$ cat src/rtl/arith_pkg.sv
// Shared types and constants for the sequential arithmetic unit.
package arith_pkg;

  typedef enum logic [1:0] {
    OP_ADD = 2'd0,
    OP_SUB = 2'd1,
    OP_MUL = 2'd2,
    OP_DIV = 2'd3
  } op_t;

  typedef enum logic [2:0] {
    IDLE   = 3'd0,
    ADDSUB = 3'd1,
    MUL    = 3'd2,
    DIV    = 3'd3,
    FIN    = 3'd4
  } state_t;

  localparam logic [9:0] LED_ON = 10'h3FF;

endpackage

$ cat src/rtl/arith_shift_core.sv
// Iterative datapath: one shift-add (multiply) or restoring-subtract (divide) step per cycle.
// The divide step exists only when SEQ_ARITH_DIV_EN is defined.
module arith_shift_core
  import arith_pkg::*;
#(
  parameter int W = 4
) (
  input  logic           clk,
  input  logic           reset,
  input  logic           load,
  input  logic           step,
  input  logic           div_mode,
  input  logic [W-1:0]   init,
  input  logic [W-1:0]   opnd,
  output logic [2*W-1:0] res,
  output logic           last
);

  localparam int CW = $clog2(W) + 1;

  logic [2*W-1:0] acc;
  logic [W-1:0]   sr;
  logic [CW-1:0]  cnt;
  logic [W:0]     mul_sum;

  // Multiply: add multiplicand into the upper half, then shift the whole product right.
  assign mul_sum = {1'b0, acc[2*W-1:W]} + {1'b0, (sr[0] ? opnd : {W{1'b0}})};
  assign last    = (cnt == CW'(W - 1));

`ifdef SEQ_ARITH_DIV_EN
  logic [W:0] rem_sh;
  logic       fits;
  logic [W:0] rem_diff;

  // Divide: remainder lives in acc upper half, quotient shifts into sr from the right.
  assign rem_sh   = {acc[2*W-1:W], sr[W-1]};
  assign fits     = (rem_sh >= {1'b0, opnd});
  assign rem_diff = rem_sh - {1'b0, opnd};
  assign res      = div_mode ? {acc[2*W-1:W], sr} : acc;

  always_ff @(posedge clk) begin
    if (reset) begin
      acc <= '0;
      sr  <= '0;
      cnt <= '0;
    end else if (load) begin
      acc <= '0;
      sr  <= init;
      cnt <= '0;
    end else if (step) begin
      cnt <= cnt + 1'b1;
      if (div_mode) begin
        acc <= {(fits ? rem_diff[W-1:0] : rem_sh[W-1:0]), acc[W-1:0]};
        sr  <= {sr[W-2:0], fits};
      end else begin
        acc <= {mul_sum, acc[W-1:1]};
        sr  <= sr >> 1;
      end
    end
  end
`else
  assign res = acc;

  always_ff @(posedge clk) begin
    if (reset) begin
      acc <= '0;
      sr  <= '0;
      cnt <= '0;
    end else if (load) begin
      acc <= '0;
      sr  <= init;
      cnt <= '0;
    end else if (step && !div_mode) begin
      cnt <= cnt + 1'b1;
      acc <= {mul_sum, acc[W-1:1]};
      sr  <= sr >> 1;
    end
  end
`endif

endmodule

$ cat src/rtl/seq_arith_unit.sv
// Multi-cycle add/sub/multiply/divide unit with start/busy/done handshake and LED status.
// Restoring divider is built only when SEQ_ARITH_DIV_EN is defined; otherwise sel=3 reports unsupported.
module seq_arith_unit
  import arith_pkg::*;
#(
  parameter int W = 4
) (
  input  logic           clk,
  input  logic           reset,
  input  logic           start,
  input  logic [1:0]     sel,
  input  logic [W-1:0]   X,
  input  logic [W-1:0]   Y,
  output logic           busy,
  output logic           done,
  output logic [2*W-1:0] out,
  output logic           flag,
  output logic [9:0]     LEDR
);

  state_t         state, state_nxt;
  op_t            op_q;
  logic [W-1:0]   a_q, b_q;
  logic           accept;
  logic [W:0]     sum;
  logic [W-1:0]   diff;
  logic [2*W-1:0] core_res, fin_out;
  logic           core_last, core_step, fin_flag;

  assign accept = (state == IDLE) && start;

  always_ff @(posedge clk) begin
    if (reset) state <= IDLE;
    else       state <= state_nxt;
  end

  always_comb begin
    state_nxt = state;
    case (state)
      IDLE: begin
        if (start) begin
          case (op_t'(sel))
            OP_MUL:  state_nxt = MUL;
`ifdef SEQ_ARITH_DIV_EN
            OP_DIV:  state_nxt = DIV;
`endif
            default: state_nxt = ADDSUB;
          endcase
        end
      end
      ADDSUB: state_nxt = FIN;
      MUL:    if (core_last) state_nxt = FIN;
`ifdef SEQ_ARITH_DIV_EN
      // A zero divisor skips the iterations entirely.
      DIV:    if (core_last || b_q == '0) state_nxt = FIN;
`endif
      default: state_nxt = IDLE;
    endcase
  end

  always_comb begin
    busy = (state != IDLE);
    done = (state == FIN);
  end

  always_ff @(posedge clk) begin
    if (accept) begin
      a_q  <= X;
      b_q  <= Y;
      op_q <= op_t'(sel);
    end
  end

  assign core_step = (state == MUL) || ((state == DIV) && (b_q != '0));

  arith_shift_core #(.W(W)) u_core (
    .clk      (clk),
    .reset    (reset),
    .load     (accept),
    .step     (core_step),
    .div_mode (op_q == OP_DIV),
    .init     ((sel == 2'(OP_MUL)) ? Y : X),
    .opnd     ((op_q == OP_DIV) ? b_q : a_q),
    .res      (core_res),
    .last     (core_last)
  );

  assign sum  = {1'b0, a_q} + {1'b0, b_q};
  assign diff = a_q - b_q;

  always_comb begin
    fin_out  = '0;
    fin_flag = 1'b0;
    case (op_q)
      OP_ADD: begin
        fin_out  = {{(W-1){1'b0}}, sum};
        fin_flag = sum[W];
      end
      OP_SUB: begin
        fin_out  = {{W{1'b0}}, diff};
        fin_flag = (a_q < b_q);
      end
      OP_MUL: begin
        fin_out  = core_res;
        fin_flag = |core_res[2*W-1:W];
      end
      default: begin
`ifdef SEQ_ARITH_DIV_EN
        if (b_q == '0) begin
          fin_out  = {a_q, {W{1'b1}}};
          fin_flag = 1'b1;
        end else begin
          fin_out  = core_res;
          fin_flag = 1'b0;
        end
`else
        fin_flag = 1'b1;
`endif
      end
    endcase
  end

  // Result registers only change on the FIN cycle.
  always_ff @(posedge clk) begin
    if (reset) begin
      out  <= '0;
      flag <= 1'b0;
      LEDR <= '0;
    end else if (state == FIN) begin
      out  <= fin_out;
      flag <= fin_flag;
      LEDR <= fin_flag ? LED_ON : 10'h000;
    end
  end

endmodule

$ cat config.mk
export PLATFORM = sky130hd
export DESIGN_NAME = seq_arith_unit
export DESIGN_NICKNAME = d
export VERILOG_FILES = /design/src/rtl/arith_pkg.sv /design/src/rtl/arith_shift_core.sv /design/src/rtl/seq_arith_unit.sv
export SDC_FILE = /design/constraint.sdc
export NUM_CORES = 1
export LEC_CHECK = 0
export ABC_AREA = 1
export CORE_AREA = 2 2 95 97
export DETAILED_ROUTE_END_ITERATION = 10
export DIE_AREA = 0 0 97 99
export PLACE_DENSITY = 0.54
export SYNTH_ARGS = -nofsm -noshare
export SYNTH_HDL_FRONTEND = slang
export SYNTH_SLANG_ARGS = --single-unit
$ cat constraint.sdc
create_clock -name clk -period 2.04 [get_ports clk]
set_clock_uncertainty 0.2 [all_clocks]
set_input_delay 0.408 -clock clk [delete_from_list [all_inputs] [get_ports clk]]
set_output_delay 0.408 -clock clk [all_outputs]
set_load 0.02 [all_outputs]
==> Word-level counts from Yosys, hierarchy flattened <==
Cells that the tools add are included.
{ "totals": {"register_bits": 47, "in_bits": 13} }
{ "op_classes": {"n_reduce_logical": 13, "addsub": 4, "n_mux": 12, "eq_ne": 11, "order_cmp": 1} }
{ "op_table": {"columns": ["operator", "n"], "rows": [
  ["case mux 8 bit (3 select lines)", 1],
  ["two-way mux 4 bit", 5],
  ["adder 4 x 4 -> 5 bit", 2],
  ["two-way mux 10 bit", 1],
  ["== test 3 x 2 -> 1 bit, second input constant", 3],
  ["case mux 3 bit (3 select lines)", 1],
  ["== test 2 bit, second input constant", 3],
  ["two-way mux 3 bit", 2],
  ["< comparator 4 bit", 1],
  ["!= test 2 bit, second input constant", 2],
  ["nonzero test 4 bit", 1],
  ["OR reduction 4 bit", 1],
  ["subtractor 4 bit", 1],
  ["adder 3 x 1 -> 3 bit, second input constant", 1],
  ["== test 3 x 1 -> 1 bit, second input constant", 1],
  ["== test 3 bit, second input constant", 1],
  ["logical AND 1 bit", 3],
  ["zero test 3 bit", 1],
  ["case mux 1 bit (3 select lines)", 1],
  ["nonzero test 3 bit", 1],
  ["== test 2 x 1 -> 1 bit, second input constant", 1],
  ["zero test 2 bit", 1],
  ["two-way mux 2 bit", 1],
  ["AND reduction 2 bit", 1],
  ["4 further kinds", 4]
]} }

==> Logic depth before layout (Yosys ltp) <==
Gate-level depths: netlist of run 1.
{ "logic_depth": {"word_depth": 6, "ltp_mapped": 10, "mapped_depth_nobuf": 10} }

==> Hierarchy <==
Synthesis of run 1 repeated with hierarchy kept, for this count alone.
{ "hier_totals": {"cells_unflattened": 278, "area_unflattened_um2": 2167.1} }
{ "modules_own_cells": {"columns": ["mod", "cells_per_inst", "instances", "area_each_um2"], "rows": [
  ["seq_arith_unit", 170, 1, 1351.3],
  ["arith_shift_core", 108, 1, 815.8]
]} }

==> Least setup slack after synthesis of run 1 <==
Ideal clock, no wire load.
{ "synth_timing": {"path_kind": "register to register", "from": "register op_q[0]", "to": "register u_core.acc[5] (netlist: u_core.res[5])", "stages_incl_launch_ff": 10, "t_arrival_ps": 1657, "slack_ps": 65, "n_path_buf": 0, "setup_time_ps": 119, "period_less_slack_ps": 1975, "path_cell_list": "edfxtp_1 > nand2_4 > o21ai_0 > a21oi_1 > ha_1 > inv_1 > fa_1 > xnor2_1 > o21ai_1 > a21oi_1"} }
{ "synth_via": {"elab_chain_cells": 4, "word_cells_on_any_way": 6} }
{ "synth_rtl": {"columns": ["element", "line", "rtl"], "rows": [
  ["start, declared", "seq_arith_unit.sv:22", "op_t op_q;"],
  ["start signal, assigned", "seq_arith_unit.sv:70", "op_q <= op_t'(sel);"],
  ["== test 2 bit (*)", "seq_arith_unit.sv:81, seq_arith_unit.sv:83", null],
  ["two-way mux 4 bit", "seq_arith_unit.sv:83", ".opnd ((op_q == OP_DIV) ? b_q : a_q),"],
  ["two-way mux 4 bit", "arith_shift_core.sv:27", "assign mul_sum = {1'b0, acc[2*W-1:W]} + {1'b0, (sr[0] ? opnd : {W{1'b0}})};"],
  ["adder 4 x 4 -> 5 bit", "arith_shift_core.sv:27", null],
  ["end signal, assigned", "arith_shift_core.sv:75", "acc <= {mul_sum, acc[W-1:1]};"],
  ["end, declared", "arith_shift_core.sv:21", "logic [2*W-1:0] acc;"]
]} }
Mark *: on every way between the ends. The rest lies on a longest branch, timed or not.
A chain may end at the register's enable or synchronous reset.

==> Final worst setup path of run 1 <==
{ "layout_timing": {"from": "register state[2]", "to": "output port done"} }
{ "layout_via": {"elab_chain_cells": 1} }
{ "layout_rtl": {"columns": ["element", "line", "rtl"], "rows": [
  ["start, declared", "seq_arith_unit.sv:21", "state_t state, state_nxt;"],
  ["start signal, assigned", "seq_arith_unit.sv:34", "else state <= state_nxt;"],
  ["== test 3 bit", "seq_arith_unit.sv:63", "done = (state == FIN);"],
  ["end, declared", "seq_arith_unit.sv:15", "output logic done,"]
]} }
Every way passes these cells.

==> flow_summary_export.csv, run 1 <==
group,metric,value,unit
run_status,status,"complete, no violations",
global_routing,globalRouteMet3Util,2.70,%
layout,num_antenna_cells,0,
job,max_cap_violations,0,
cts,clock-sinks,37,
floorplan,core_area,8550,um^2
critical_path,worst_setup_path_end_kind,"output port",
floorplan,dieHeight,99,um
hold_path,hold_path_depth,2,
cts,cts_made_buffers,5,
pwr,p_total,1.84,mW
floorplan,floorplan.initialDensity,24.6,%
pwr,p_leak,1.10,nW
route,first_iter_violations,48,
layout,layout_commonest_cell,"nand2_1",
global_routing,grtUsageTotal,10.0,%
global_routing,grt_busiest_layer,"met2",
critical_path,crit_required,1430,ps
critical_path,critPathMaxFanout,3,
timing,worst_pin_slew,350,ps
logic_synthesis,ys_ff_latch,37,
route,via_per_inst,4.32,
timing,slew-limit-headroom,76.1,%
placed_design,numPortBuffers,33,
layout,area_delta_synth_final,29.9,%
cts,cts_buffer_depth,2,
logic_synthesis,synth_nets,285,
cts,cts_tree,"built",
critical_path,worst_ep_arrival_time,1360,ps
global_routing,grtUsageMet2,17.0,%
timing,setup_violations,0,
logic_synthesis,yosysUniqueCellTypes,32,
floorplan,boundaryPins,34,
placed_design,gp_congestion,0.769,
logic_synthesis,syn_area,2110,um^2
pwr,p_per_area,674,nW/um^2
layout,layout-drive-gt1-share,18.1,%
timing,tns,0,ps
layout,fillCellCount,907,
timing,fmaxAchievable,509,MHz
timing,final_max_slew_viol_count,0,
global_routing,grt_pass1_vias,1698,
placed_design,dp_hpwl,3740,um
route,vias,1760,
critical_path,max_stage_delay,390,ps
floorplan,num_rows,34,
pwr,irDropWorstVdd,0.355,mV
timing,grt_setup_unrepaired,"yes",
logic_synthesis,synth_cells,255,
layout,final_core_util,32.0,%
logic_synthesis,yosysWarnings,0,
layout,final_cell_mix,"47 x nand2_1, 31 x clkdlybuf4s50_1, 30 x a21oi_1",
route,dr.pass1.iters,4,
cts,cts.reportedPaths.clkPinSlew,70,ps
logic_synthesis,syn_avg_cell_area,8.26,um^2
cts,clkLatencyLatePin,280,ps
route,antenna_left,0,
global_routing,grt_use_met1,12.5,%
cts,cts-root-buf,"clkbuf_8",
global_routing,grt_overflow_total,0,
critical_path,crit_chain,"inv_2 > nor2_1 > dlygate4sd2_1",
route,drc,0,
hold_path,hp-class,"reg -> reg",
global_routing,grt_start_max_net_pins,15,
timing,timing.final.crit_share,96.4,%
route,wl_per_cell,11.5,um
global_routing,grt_pass1_wl,7790,um
cts,htree_levels,2,
logic_synthesis,synth-seq-area-share,39.9,%
floorplan,die_x,97,um
critical_path,critPathSlowestCell,"dfxtp_1",
timing,hold_viol_final,0,
layout,fin_nets,328,
timing,period_minus_slack,1970,ps
critical_path,path_class,"reg -> out",
global_routing,antenna_found_initial,0,
floorplan,die-area,9600,um^2
critical_path,startpoint_type,"flip-flop",
critical_path,rr_worst_depth,9,
route,wl,4670,um
## worst max-delay path: cells and delay by family, from the launching register on
kind / cells / cell delay, ps
AND/OR/NAND/NOR: 1 / 250
buffers and inverters: 2 / 450
flip-flops: 1 / 390
## cells in the mapped netlist, drive strengths merged
master,n,share of area [%]
inv,32,5.9
a21oi,34,8.6
ha,14,8.3
a2111oi,1,0.42
nor3,5,1.7
nand3,20,5.0
nand4,1,1.0
clkbuf,1,0.18
a31oi,1,0.30
edfxtp,10,14
fa,3,2.9
o211ai,1,0.36
nor2,16,3.2
buf,14,5.6
dfxtp,27,26
o311ai,1,0.42
xnor2,2,0.83
o21ai,22,5.6
nand2,50,9.7
## power breakdown
group	internal [mW]	switching, mW
registers	0.795	0.0315
logic	0.178	0.226
clock network	0.360	0.253
total	1.33	0.511
## per-layer routing
metal / routed length, um / vias to the layer above
met5: 0 / -
li1: - / 928
met4: 53 / 0
met2: 2160 / 35
met3: 196 / 4
met1: 2260 / 793
## sequential cells by signal, indices dropped and copies added, names as in the netlist, 2 cells and up
register    count
out             8
u_core.res      8
a_q             4
b_q             4
u_core.sr       4
state           3
u_core.cnt      3
op_q            2
## path summary, 6_finish.rpt
| check | slack (ps) | endpoint | start |
|---|---|---|---|
| hold / removal | 270 | out[6] | out[6] |
| hold reg to reg | 270 | out[6] | out[6] |
| setup reg to reg | 80 | u_core.res[5] | op_q[1] |
| setup / recovery | 70 | done | state[2] |
## through the flow
step / std cells / hold WS, ps / instance area, um^2 / setup WS, ps
floorplan: 255 / 239 / 2110 / 64.5
global placement: 394 / 250 / 2560 / 62.8
detailed placement: 394 / 254 / 2560 / -65.0
CTS: 403 / 265 / 2680 / 1.56
global route: 407 / 278 / 2740 / -49.0
finish: 407 / 267 / 2740 / 73.6
## cells by family after synthesis
group,Yosys count,share of synthesized area [%]
flip-flops,37,39.9
AND/OR/NAND/NOR,92,20.7
buffers and inverters,47,11.8
AO/OA/AOI/OAI,60,15.7
adder cells (fa/ha/maj),17,11.2
XOR/XNOR,2,0.832
## repair_timing
item / CTS / global route
endpoints found under the setup margin: 14 / 6
buffers inserted: 1 / 4
hold buffers: 0 / 0
gates resized for setup: 4 / 11
pin swaps: 1 / 5
## cell type report
type                            instances  area, um^2  area share, %
Clock buffer                            5        68.8           2.51
Multi-Input combinational cell        171        1050           38.3
Clock inverter                          3        41.3           1.51
Timing Repair Buffer                   51         475           17.4
Tap cell                              108         135           4.94
Sequential cell                        37         842           30.8
Inverter                               32         125           4.57
(Power assumes the default switching activity.)
==> run 2, diff against run 1 <==
Settings changed: ABC_CLOCK_PERIOD_IN_PS set to 2040.
==> results of run 2 <==
No change in the layout: final DEF, timing and power equal those of run 1.
